## src/rtl/instr_mem_sync.sv

```systemverilog
// instr_mem_sync: synchronous-read instruction memory with loader bypass, NOP clear and fault flags
module instr_mem_sync #(
  parameter int              PC_W         = 16,
  parameter int              DATA_W       = 32,
  parameter int              DEPTH        = 16,
  parameter int              PC_SHIFT     = 1,
  parameter logic [DATA_W-1:0] NOP_WORD   = {DATA_W{1'b0}},
  parameter bit              CLEAR_ON_RST = 1'b1,
  parameter string           INIT_FILE    = ""
) (
  input  logic                     clk,
  input  logic                     rst,
  input  logic                     fetch_req,
  input  logic [PC_W-1:0]          pc,
  input  logic                     stall,
  output logic [DATA_W-1:0]        instruction,
  output logic                     instr_valid,
  output logic                     fault,
  output logic                     ready,
  input  logic                     wr_en,
  input  logic [$clog2(DEPTH)-1:0] wr_addr,
  input  logic [DATA_W-1:0]        wr_data
);
  localparam int AW = $clog2(DEPTH);
  localparam logic [PC_W-1:0] MIS_MASK = PC_W'((1 << PC_SHIFT) - 1);
  typedef enum logic {CLEAR, RUN} state_t;
  logic [DATA_W-1:0] mem [DEPTH];
  state_t state_q, state_d;
  logic [AW-1:0] cnt_q, cnt_d, idx, mem_addr;
  logic [DATA_W-1:0] instr_q, instr_d, rd_word, mem_data;
  logic valid_q, valid_d, fault_q, fault_d, ready_q, ready_d;
  logic clearing, last, accept, bad, mem_we;
  always_comb begin
    idx      = AW'(pc >> PC_SHIFT);
    bad      = |(pc & MIS_MASK) | |(pc >> (PC_SHIFT + AW));
    clearing = state_q == CLEAR;
    last     = clearing && cnt_q == AW'(DEPTH - 1);
    accept   = !clearing && fetch_req && !stall;
    rd_word  = (wr_en && wr_addr == idx) ? wr_data : mem[idx];
    instr_d  = accept ? (bad ? NOP_WORD : rd_word) : instr_q;
    valid_d  = clearing ? 1'b0 : stall ? valid_q : accept;
    fault_d  = clearing ? 1'b0 : stall ? fault_q : accept && bad;
    cnt_d    = clearing ? cnt_q + 1'b1 : cnt_q;
    state_d  = last ? RUN : state_q;
    ready_d  = state_d == RUN;
    mem_we   = clearing || wr_en;
    mem_addr = clearing ? cnt_q : wr_addr;
    mem_data = clearing ? NOP_WORD : wr_data;
  end
  always_ff @(posedge clk) begin
    if (rst) begin
      state_q <= CLEAR_ON_RST ? CLEAR : RUN;
      ready_q <= !CLEAR_ON_RST;
      cnt_q   <= '0;
      instr_q <= NOP_WORD;
      valid_q <= 1'b0;
      fault_q <= 1'b0;
    end else begin
      state_q <= state_d;
      ready_q <= ready_d;
      cnt_q   <= cnt_d;
      instr_q <= instr_d;
      valid_q <= valid_d;
      fault_q <= fault_d;
    end
  end
  always_ff @(posedge clk)
    if (!rst && mem_we) mem[mem_addr] <= mem_data;
  assign instruction = instr_q;
  assign instr_valid = valid_q;
  assign fault       = fault_q;
  assign ready       = ready_q;
endmodule

```

## config.mk

```make
export PLATFORM = sky130hd
export DESIGN_NAME = instr_mem_sync
export DESIGN_NICKNAME = d
export VERILOG_FILES = /design/src/rtl/instr_mem_sync.sv
export SDC_FILE = /design/constraint.sdc
export NUM_CORES = 1
export LEC_CHECK = 0
export ABC_CLOCK_PERIOD_IN_PS = 3000
export BUFFER_PORTS_ARGS = -buffer_cell sky130_fd_sc_hd__buf_2
export CAP_MARGIN = 20
export CORE_MARGIN = 3
export CORE_UTILIZATION = 45
export DETAILED_ROUTE_END_ITERATION = 7
export SETUP_SLACK_MARGIN = 0.3
export SLEW_MARGIN = 20
export SYNTH_ARGS = -nofsm -noshare
export SYNTH_HDL_FRONTEND = slang
export SYNTH_SLANG_ARGS = --single-unit
export TNS_END_PERCENT = 100
```

## constraint.sdc

```tcl
create_clock -name clk -period 3 [get_ports clk]
set_input_delay 0.45 -clock clk [delete_from_list [all_inputs] [get_ports clk]]
set_output_delay 0.45 -clock clk [all_outputs]
set_load 0.02 [all_outputs]
```

==> metrics.cfg, run 1 <==
[timing]
rsz0062_at_grt = no
setup_violations = 0
hold_viol = 0
layout_min_cycle_time_ps = 2400
max_slew_margin = 0.252
max_freq_ghz = 0.416
fin_crit_sh = 0.800
tightest_slew_ps = 1120
fin_setup_tns_ps = 0
clock_skew_ps = 15.7
slew_violations = 0

[pwr]
p_int_w = 0.0132
power_switching_w = 0.00325
leakage_nw = 8.59
pwr-share-comb = 0.041
sw_frac_of_total = 0.197
ir_drop_v = 0.000534
power_density_mw_per_mm2 = 668
p_seq_frac = 0.510
p_clk_frac = 0.450

[worst_setup_path]
cp-start-kind = register
r2r_setup_slack_ps = 600
crit_path_end_kind = register
r2r_end = instruction[27]
crit_path_max_fanout = 32
path_class = reg -> reg
cp_data_required_time_ps = 3530
worst_ep_arrival_time_ps = 2930
rr_worst_depth = 6
rr_startpoint = ready

[global_routing]
grt_pass1_vias = 10900
grt_pass1_wl_um = 72300
grt_max_degree = 51
antenna_found_initial = 0
overflow = 0
grt_use_total = 0.197

[detailed_routing]
drc = 0
drtIter0Drc = 955
wl_um = 48400
viasPerCell = 5.89
wl_per_cell_um = 27.0
firstDrtPassIters = 5
vias = 10500
ant_nets = 0

[floorplan]
die_area_mm2 = 0.0496
dieHeight_um = 223
ioPinCount = 92
core_mm2 = 0.0459
rows = 78
initial_core_util = 0.460
fp.dieW_um = 223

[clock_network]
clkTransAtPathRegs_ps = 60
tritoncts = built
hold_buffers = 0
cts_resized = 0
clockBufferDepth = 3
cts_buffers = 56
clock_latency_ps = 590
cts.sinks = 551
htreeDepth = 2
root_buffer = clkbuf_16
post-cts-setup-buffer-count = 0

[logic_synthesis]
netlist_area_mm2 = 0.0211
synth_edf_count = 512
yosys.area.top_type_share = 0.728
synth_commonest_cells = 512 x edfxtp_1, 128 x mux4_2, 66 x and2_1
yosys.area.top_type = edfxtp_1
yosysMostFrequentCell = edfxtp_1
synth-main-ff-cell = edfxtp_1
syn_nets = 1067
yosysWarnings = 0
ys_ff_latch = 551
ys_seq_area_frac = 0.765
synth.avg_cell_area_um2 = 20.9
syn_inst = 1009
synth_area_leaders = edfxtp_1 73%, mux4_2 14%, dfxtp_1 3.7%, a22oi_1 2.3%, and2_1 2.0%
ys_types = 32
async_reset_ff_frac = 0

[worst_hold_path]
min_from = wr_data[4]
hold_path_end = instruction[4]
holdPathStages = 2
hp-class = in -> reg

[placed_design]
placed_cells = 1684
hpwl_um = 25800
port_buffers = 91
gp_congestion = 0.703

[run]
maxCapViolations = 0

[layout]
final_cells = 1789
drive_gt1_frac = 0.320
syn_to_final_growth_pct = 16.9
nets = 1200
fillers = 3526
antennaDiodeCount = 0

[run_status]
status = complete, no violations

==> stage by stage <==
| step | setup slack (ps) | power [W] | hold WS (ps) | utilization | cell area, µm² |
|---|---|---|---|---|---|
| finish | 599 | 0.0165 | 93.1 | 0.538 | 24700 |
| global route | 493 | 0.0170 | 76.6 | 0.538 | 24700 |
| floorplan | -24.3 | 0.00898 | 499 | - | 21100 |
| CTS | 576 | 0.0166 | 55.3 | 0.538 | 24700 |
| detailed placement | 596 | 0.00924 | 497 | 0.495 | 22700 |
| global placement | 607 | 0.00923 | 477 | 0.495 | 22700 |
==> cell usage in the layout (no fill, tap or decap), types with 3 or more instances in the layout <==
master	Yosys	routed
and2_1	66	65
edfxtp_1	512	512
a21oi_1	4	3
nor4_1	3	3
mux4_2	128	128
a221o_1	32	32
nand2_1	38	38
bufinv_16	0	11
clkbuf_1	42	9
dfxtp_1	39	38
a22oi_1	65	65
clkinv_1	0	5
clkbuf_16	0	56
clkbuf_8	0	9
xor2_1	5	5
nor2b_1	6	4
buf_12	0	14
buf_4	5	32
buf_2	3	89
clkinv_2	0	12
nor2_1	28	11
nor2_4	0	17
==> per-layer routing <==
layer / track usage / wire length (µm) / up-vias
li1: - / - / 4472
met5: 0 / 0 / -
met3: 0.0314 / 2710 / 79
met2: 0.312 / 23300 / 320
met1: 0.288 / 21300 / 5665
met4: 0.0546 / 1050 / 0
==> flip-flops by register name, summed over array words and instances, names as in the netlist <==
register / flops
instruction: 32
fault: 1
cnt_q: 4
mem: 512
instr_valid: 1
ready: 1
==> area by class of cell <==
type | count | area (µm²) | area share
timing repair buffer | 136 | 980 | 0.0397
sequential | 551 | 16200 | 0.655
multi-input combinational | 395 | 4790 | 0.194
tap | 600 | 751 | 0.0304
inverter | 2 | 7.51 | 0.000304
clock buffer | 73 | 1550 | 0.0626
clock inverter | 32 | 449 | 0.0182
==> power groups by stage <==
stage	clock, W	sequential [W]	combinational, W
2_1_floorplan	0	0.00855	0.000423
3_3_place_gp	0	0.00855	0.000677
3_5_place_dp	0	0.00856	0.000681
4_1_cts	0.00756	0.00840	0.000684
5_1_grt	0.00787	0.00840	0.000722
6_report	0.00741	0.00840	0.000670
==> logic make-up after synthesis <==
group,after synthesis,share of synthesized area
AOI/OAI and AO/OA,107,0.0415
and+or+nand+nor,150,0.0367
buffers and inverters,63,0.0158
adders and majority gates,1,0.000592
DFF,551,0.765
xor gates and xnor gates,7,0.00290
muxes,130,0.137
==> how the worst max path moves through the flow <==
| stage | from | slack (ps) | cells past startpoint | endpoint |
|---|---|---|---|---|
| global placement | pc[1] | 610 | 6 | instruction[4] |
| floorplan | ready | -20 | 5 | mem[13][0] |
| CTS | ready | 580 | 6 | instruction[27] |
| finish | ready | 600 | 6 | instruction[27] |
| global route | ready | 490 | 6 | instruction[27] |
| detailed placement | pc[1] | 600 | 6 | instruction[4] |
==> critical path: stages, from the launching register on <==
cell and delay [ps]:
dfxtp_2 460, buf_4 350, nor4bb_1 270, and4_1 280, a21boi_4 180, buf_4 510, a221o_1 270
Power figures use the tool's default switching activity.
==> run 2, diff against run 1 <==
--- a/config.mk
+++ b/config.mk
@@ -5,7 +5,8 @@
 export SDC_FILE = /design/constraint.sdc
 export NUM_CORES = 1
 export LEC_CHECK = 0
-export ABC_CLOCK_PERIOD_IN_PS = 3000
+export ABC_AREA = 1
+export ABC_CLOCK_PERIOD_IN_PS = 2200
 export BUFFER_PORTS_ARGS = -buffer_cell sky130_fd_sc_hd__buf_2
 export CAP_MARGIN = 20
 export CORE_MARGIN = 3
==> constraint.sdc (replaced) <==
create_clock -name clk -period 2.2 [get_ports clk]
set_input_delay 0.33 -clock clk [delete_from_list [all_inputs] [get_ports clk]]
set_output_delay 0.33 -clock clk [all_outputs]
set_load 0.02 [all_outputs]
==> run 2 against run 1 <==
Net effect:
- via count increased by 59%
- critical endpoint is now mem[8][30]
- synthesized area increased by 13%
- critical path depth increased by 1
- wire length increased by 33%
- flip-flop and latch count unchanged
- final cell count increased by 80%
- clock skew decreased by 2.8 ps
- largest cell class unchanged
- global-route usage increased by 2.2 points
==> metrics.cfg, run 2 <==
[run_status]
status = complete, no violations

[layout]
nets = 2546  ; +110%
drive_gt1_frac = 0.125  ; -0.195
largest-register = mem
antennaDiodeCount = 0  ; unchanged
layout_commonest_cell = nand2_1
final_cell_mix = 879 x nand2_1, 512 x edfxtp_1, 355 x nand3_1
largest_reg_flops = 512  ; unchanged
syn_to_final_growth_pct = 17.2

[global_routing]
grt_pass1_vias = 16100  ; +47%
antenna_found_initial = 0  ; unchanged
grt_max_degree = 76  ; +49%
grt_pass1_wl_um = 94800  ; +31%
overflow = 0  ; unchanged
grt_use_total = 0.219  ; +0.0216

[worst_setup_path]
worst_ep_arrival_time_ps = 2240  ; -690 ps
path_class = reg -> reg
cp_data_required_time_ps = 2560  ; -970 ps
rr_startpoint = ready
cp-startpoint = ready
crit_path_max_fanout = 14  ; -56%
crit_path_end_kind = register
cp-start-kind = register

[pwr]
ir_drop_v = 0.000687  ; +29%
power_density_mw_per_mm2 = 811  ; +21%
leakage_nw = 12.0  ; +39%

[worst_hold_path]
hp-class = in -> reg
min_from = pc[0]

[floorplan]
rows = 83  ; +6.4%
core_mm2 = 0.0519  ; +13%
initial_core_util = 0.460  ; -0.000799
ioPinCount = 92  ; unchanged
dieHeight_um = 236  ; +6.1%
fp.dieW_um = 236  ; +6.1%
die_area_mm2 = 0.0558  ; +13%

[logic_synthesis]
netlist_area_mm2 = 0.0239  ; +13%
yosys.area.top_type_share = 0.644  ; -0.0838
ys_types = 23  ; -28%
synth_edf_count = 512  ; unchanged
synth-main-ff-cell = edfxtp_1
ys_seq_area_frac = 0.677  ; -0.0881
synth.avg_cell_area_um2 = 10.1  ; -52%
synth_commonest_cells = 884 x nand2_1, 512 x edfxtp_1, 357 x nand3_1
async_reset_ff_frac = 0  ; unchanged
yosys.area.top_type = edfxtp_1
yosysMostFrequentCell = nand2_1
yosysWarnings = 0  ; unchanged
syn_nets = 2425  ; +130%
syn_inst = 2367  ; +130%
synth_area_leaders = edfxtp_1 64%, nand2_1 14%, nand3_1 7.5%, inv_1 4.7%, dfxtp_1 3.3%
ys_ff_latch = 551  ; unchanged

[timing]
max_slew_margin = 0.575  ; +0.322
rsz0062_at_grt = yes
layout_min_cycle_time_ps = 1880  ; -521 ps
fin_setup_tns_ps = 0  ; unchanged
hold_viol = 0  ; unchanged
slew_violations = 0  ; unchanged
max_freq_ghz = 0.532  ; +28%
tightest_slew_ps = 638  ; -483 ps
hold_ws_ps = 79.1  ; -14.0 ps
setup_violations = 0  ; unchanged
fin_crit_sh = 0.855  ; +0.0544
clock_skew_ps = 13.0  ; -2.77 ps

[detailed_routing]
drc = 0  ; unchanged
drtIter0Drc = 1522  ; +59%
firstDrtPassIters = 5  ; unchanged
wl_um = 64100  ; +33%
wl_per_cell_um = 19.9  ; -26%
viasPerCell = 5.20  ; -12%
ant_nets = 0  ; unchanged
vias = 16700  ; +59%

[clock_network]
cts_buffers = 58  ; +3.6%
root_buffer = clkbuf_16
tritoncts = built
cts.sinks = 551  ; unchanged
clkTransAtPathRegs_ps = 60  ; about the same
clockBufferDepth = 3  ; unchanged
htreeDepth = 2  ; unchanged
clock_latency_ps = 610  ; +20 ps

[placed_design]
hpwl_um = 33200  ; +29%
port_buffers = 91  ; unchanged
gp_congestion = 0.773  ; +10%

[run]
maxCapViolations = 0  ; unchanged

==> run 2: critical path, stage by stage, from the launching register on <==
cell       delay [ps]
dfxtp_4           430
inv_2              90
o21ai_2           330
inv_1             180
nand2_4           180
nor2_4             60
buf_12            140
clkbuf_16         200
==> run 2: cell families after synthesis <==
logic type               synth area share
AO/OA/AOI/OAI                     0.00933
adder cells (fa/ha/maj)          0.000524
buffers and inverters              0.0812
AND/OR/NAND/NOR                     0.231
XOR/XNOR                          0.00110
flip-flops                          0.677
==> run 2: worst paths after layout <==
path         cells after the start    endpoint  slack (ps)
min                              5       fault          80
max reg2reg                      7  mem[8][30]         320
min reg2reg                      2       fault         460
max                              7  mem[8][30]         320
==> run 2: report_power, final <==
part           total [W]  switching (W)  internal [W]
clock network    0.00989        0.00405       0.00584
logic            0.00135       0.000916      0.000431
registers         0.0114      0.0000285        0.0114
total             0.0227        0.00500        0.0177
==> run 2: repair_timing <==
| action | CTS | global route |
|---|---|---|
| resized for setup | 5 | 20 |
| cloned | 0 | 13 |
| setup endpoints to repair | 271 | 391 |
| hold buffers | 1 | 0 |
| pin swaps | 0 | 7 |
| hold endpoints to repair | 2 | 0 |
| setup buffers | 0 | 11 |
==> run 2: stage by stage <==
step                total power, W  instance area (µm²)  setup slack (ps)  utilization  std cells
finish                      0.0227                28000               319        0.539       3218
global route                0.0234                28000               221        0.539       3218
CTS                         0.0228                27500               298        0.529       3194
detailed placement          0.0129                25500               298        0.491       3083
global placement            0.0129                25500               328        0.491       3083
floorplan                   0.0125                24000               207            -       2367
==> run 2: layer usage <==
metal	routed length, µm	share of wire	vias up	GRT usage
met5	0	0	-	0
met4	1340	0.021	0	0.0623
met3	4120	0.064	88	0.0312
met2	30900	0.48	545	0.370
met1	27800	0.43	8177	0.296
li1	-	-	7929	-
==> run 2: final cells by class <==
cell class	instances	area, µm²
fill	4479	24000
timing repair buffer	186	1880
tap	680	851
sequential	551	16200
inverter	303	1140
clock inverter	29	278
multi-input combinational	1388	5990
clock buffer	81	1660
==> run 3, diff against run 2 <==
--- a/config.mk
+++ b/config.mk
@@ -5,13 +5,13 @@
 export SDC_FILE = /design/constraint.sdc
 export NUM_CORES = 1
 export LEC_CHECK = 0
-export ABC_AREA = 1
 export ABC_CLOCK_PERIOD_IN_PS = 2200
 export BUFFER_PORTS_ARGS = -buffer_cell sky130_fd_sc_hd__buf_2
 export CAP_MARGIN = 20
 export CORE_MARGIN = 3
-export CORE_UTILIZATION = 45
+export CORE_UTILIZATION = 50
 export DETAILED_ROUTE_END_ITERATION = 7
+export PLACE_DENSITY = 0.69
 export SETUP_SLACK_MARGIN = 0.3
 export SLEW_MARGIN = 20
 export SYNTH_ARGS = -nofsm -noshare
==> run 3 against run 2 <==
Net effect:
- via count shrank 35%
- final area decreased by 9.0%
- setup slack worse by 20 ps
- wire length shrank 20%
- first-iteration DRC count decreased by 21%
- clock skew rose by 15 ps
- non-clock buffer count increased by 6
==> metrics.cfg, run 3 (synthesis gave the netlist of run 1 again) <==
[clock_network]
root_buffer = clkbuf_16
clock_latency_ps = 610  ; about the same
cts_buffers = 53  ; -8.6%
htreeDepth = 2  ; unchanged
clkTransAtPathRegs_ps = 60  ; about the same
cts.sinks = 551  ; unchanged
tritoncts = built
clockBufferDepth = 3  ; unchanged

[worst_setup_path]
rr_startpoint = ready
crit_path_max_incr_delay_ps = 500  ; +70 ps
path_cells = mux2i_2 > nor2_1 > nand2_2 > nor2_4 > buf_12 > clkbuf_16
crit_path_max_fanout = 13  ; -1
crit_path_end_kind = register
cp-startpoint = ready
r2r_end = mem[15][12]
cp-start-kind = register
worst_ep_arrival_time_ps = 2210  ; -30 ps
rr_worst_depth = 6  ; -1
cp_data_required_time_ps = 2510  ; -50 ps
r2r_setup_slack_ps = 300  ; -20 ps
crit_slowest_cell = dfxtp_4
path_class = reg -> reg

[pwr]
p_total_w = 0.0218  ; -4.0%
power_density_mw_per_mm2 = 856  ; +5.5%
leakage_nw = 8.89  ; -26%
ir_drop_v = 0.000593  ; -14%

[placed_design]
hpwl_um = 26900  ; -19%
placed_cells = 1633  ; -47%
pre_cts_ws_ps = 33.2  ; -265 ps
port_buffers = 91  ; unchanged
gp_congestion = 0.714  ; -7.5%

[detailed_routing]
viasPerCell = 6.17  ; +19%
ant_nets = 0  ; unchanged
wl_um = 51500  ; -20%
vias = 10900  ; -35%
drc = 0  ; unchanged
drtIter0Drc = 1208  ; -21%
wl_per_cell_um = 29.0  ; +46%
firstDrtPassIters = 7  ; +2

[timing]
setup_violations = 0  ; unchanged
clock_skew_ps = 27.7  ; +14.7 ps
rsz0062_at_grt = yes
final.setup.worst_slack_ps = 299  ; -20.4 ps
max_freq_ghz = 0.526  ; -1.1%
layout_min_cycle_time_ps = 1900  ; +20.4 ps
tightest_slew_ps = 1050  ; +413 ps
fin_crit_sh = 0.864  ; +0.00927
hold_viol = 0  ; unchanged
fin_setup_tns_ps = 0  ; unchanged
slew_violations = 0  ; unchanged
max_slew_margin = 0.298  ; -0.277

[layout]
final_cell_mix = 512 x edfxtp_1, 128 x mux4_2, 89 x buf_2
syn_to_final_growth_pct = 20.5
largest-register = mem
nets = 1253  ; -51%
drive_gt1_frac = 0.331  ; +0.206
layout_commonest_cell = edfxtp_1
largest_reg_flops = 512  ; unchanged
final_cells = 1773  ; -45%

[worst_hold_path]
hold_path_end = instruction[23]
holdPathStages = 2  ; -3
min_from = wr_data[23]
hp-class = in -> reg

[global_routing]
antenna_found_initial = 4  ; +4
grt_pass1_vias = 11400  ; -29%
use_met1 = 0.320  ; +0.0242
use_met3 = 0.0430  ; +0.0118
busiest_layer = met2
grt_max_degree = 53  ; -30%
grt_use_total = 0.231  ; +0.0125
use_met2 = 0.385  ; +0.0154
grt_pass1_wl_um = 74300  ; -22%
overflow = 0  ; unchanged

[floorplan]
rows = 74  ; -11%
initial_core_util = 0.511  ; +0.0518
die_area_mm2 = 0.0447  ; -20%
ioPinCount = 92  ; unchanged
core_mm2 = 0.0413  ; -20%
fp.dieW_um = 212  ; -10%
dieHeight_um = 212  ; -10%

[run_status]
status = complete, no violations

[run]
maxCapViolations = 0  ; unchanged

## run 3: changes by cell type in the layout (fill, tap and decap cells not counted), moves of 27 or more
| cell | change |
|---|---|
| a21oi_1 | -36 |
| a221o_1 | +32 |
| a22oi_1 | +65 |
| and2_1 | +65 |
| dlygate4sd3_1 | +27 |
| inv_1 | -295 |
| mux4_2 | +128 |
| nand2_1 | -845 |
| nand3_1 | -353 |
| nor2_1 | -62 |
## run 3: routing by layer
layer | vias to the layer above | wire length [µm]
li1 | 4584 | -
met1 | 5729 | 19900
met2 | 545 | 25700
met3 | 84 | 4720
met4 | 2 | 1170
met5 | - | 9
## run 3: worst max-delay path: cells and delay by family (launching register included)
family	cells	cell delay, ps
buf+inv	2	330
flops	1	500
mux	1	110
simple gates	3	670
## run 3: area by class of cell
class                      count  area [µm²]
timing repair buffer         192        1910
clock inverter                23         290
fill                        2845       15900
antenna                        1        2.50
sequential                   551       16200
clock buffer                  77        1510
inverter                       2        7.51
tap                          532         666
multi-input combinational    395        4900
## run 3: worst max-delay path by stage
stage / to / slack, ps / depth (start not counted)
floorplan: mem[15][0] / 220 / 5
global placement: instruction[4] / 50 / 6
detailed placement: instruction[14] / 30 / 7
CTS: mem[15][24] / 300 / 5
global route: mem[15][12] / 280 / 6
finish: mem[15][12] / 300 / 6
## run 3: timing repair
| action | 4_1_cts | 5_1_grt |
|---|---|---|
| endpoints found under the hold margin | 28 | 0 |
| setup endpoints to repair | 245 | 164 |
| resized for setup | 5 | 8 |
| cloned | 1 | 5 |
| setup buffers | 2 | 3 |
| pin swaps | 1 | 2 |
| hold buffers | 28 | 0 |
## run 3: per-stage QoR
step	area [µm²]	utilization	hold slack [ps]
4_1_cts	25200	0.611	3.19
6_report	25400	0.616	37.9
2_1_floorplan	21300	-	468
3_5_place_dp	23100	0.559	527
5_1_grt	25400	0.616	10.4
3_3_place_gp	23100	0.559	479
## run 3: power breakdown
part	internal [W]	total (W)	switching [W]
clock network	0.00547	0.00926	0.00379
logic	0.000498	0.00106	0.000563
registers	0.0114	0.0114	0.0000347
total	0.0174	0.0218	0.00439
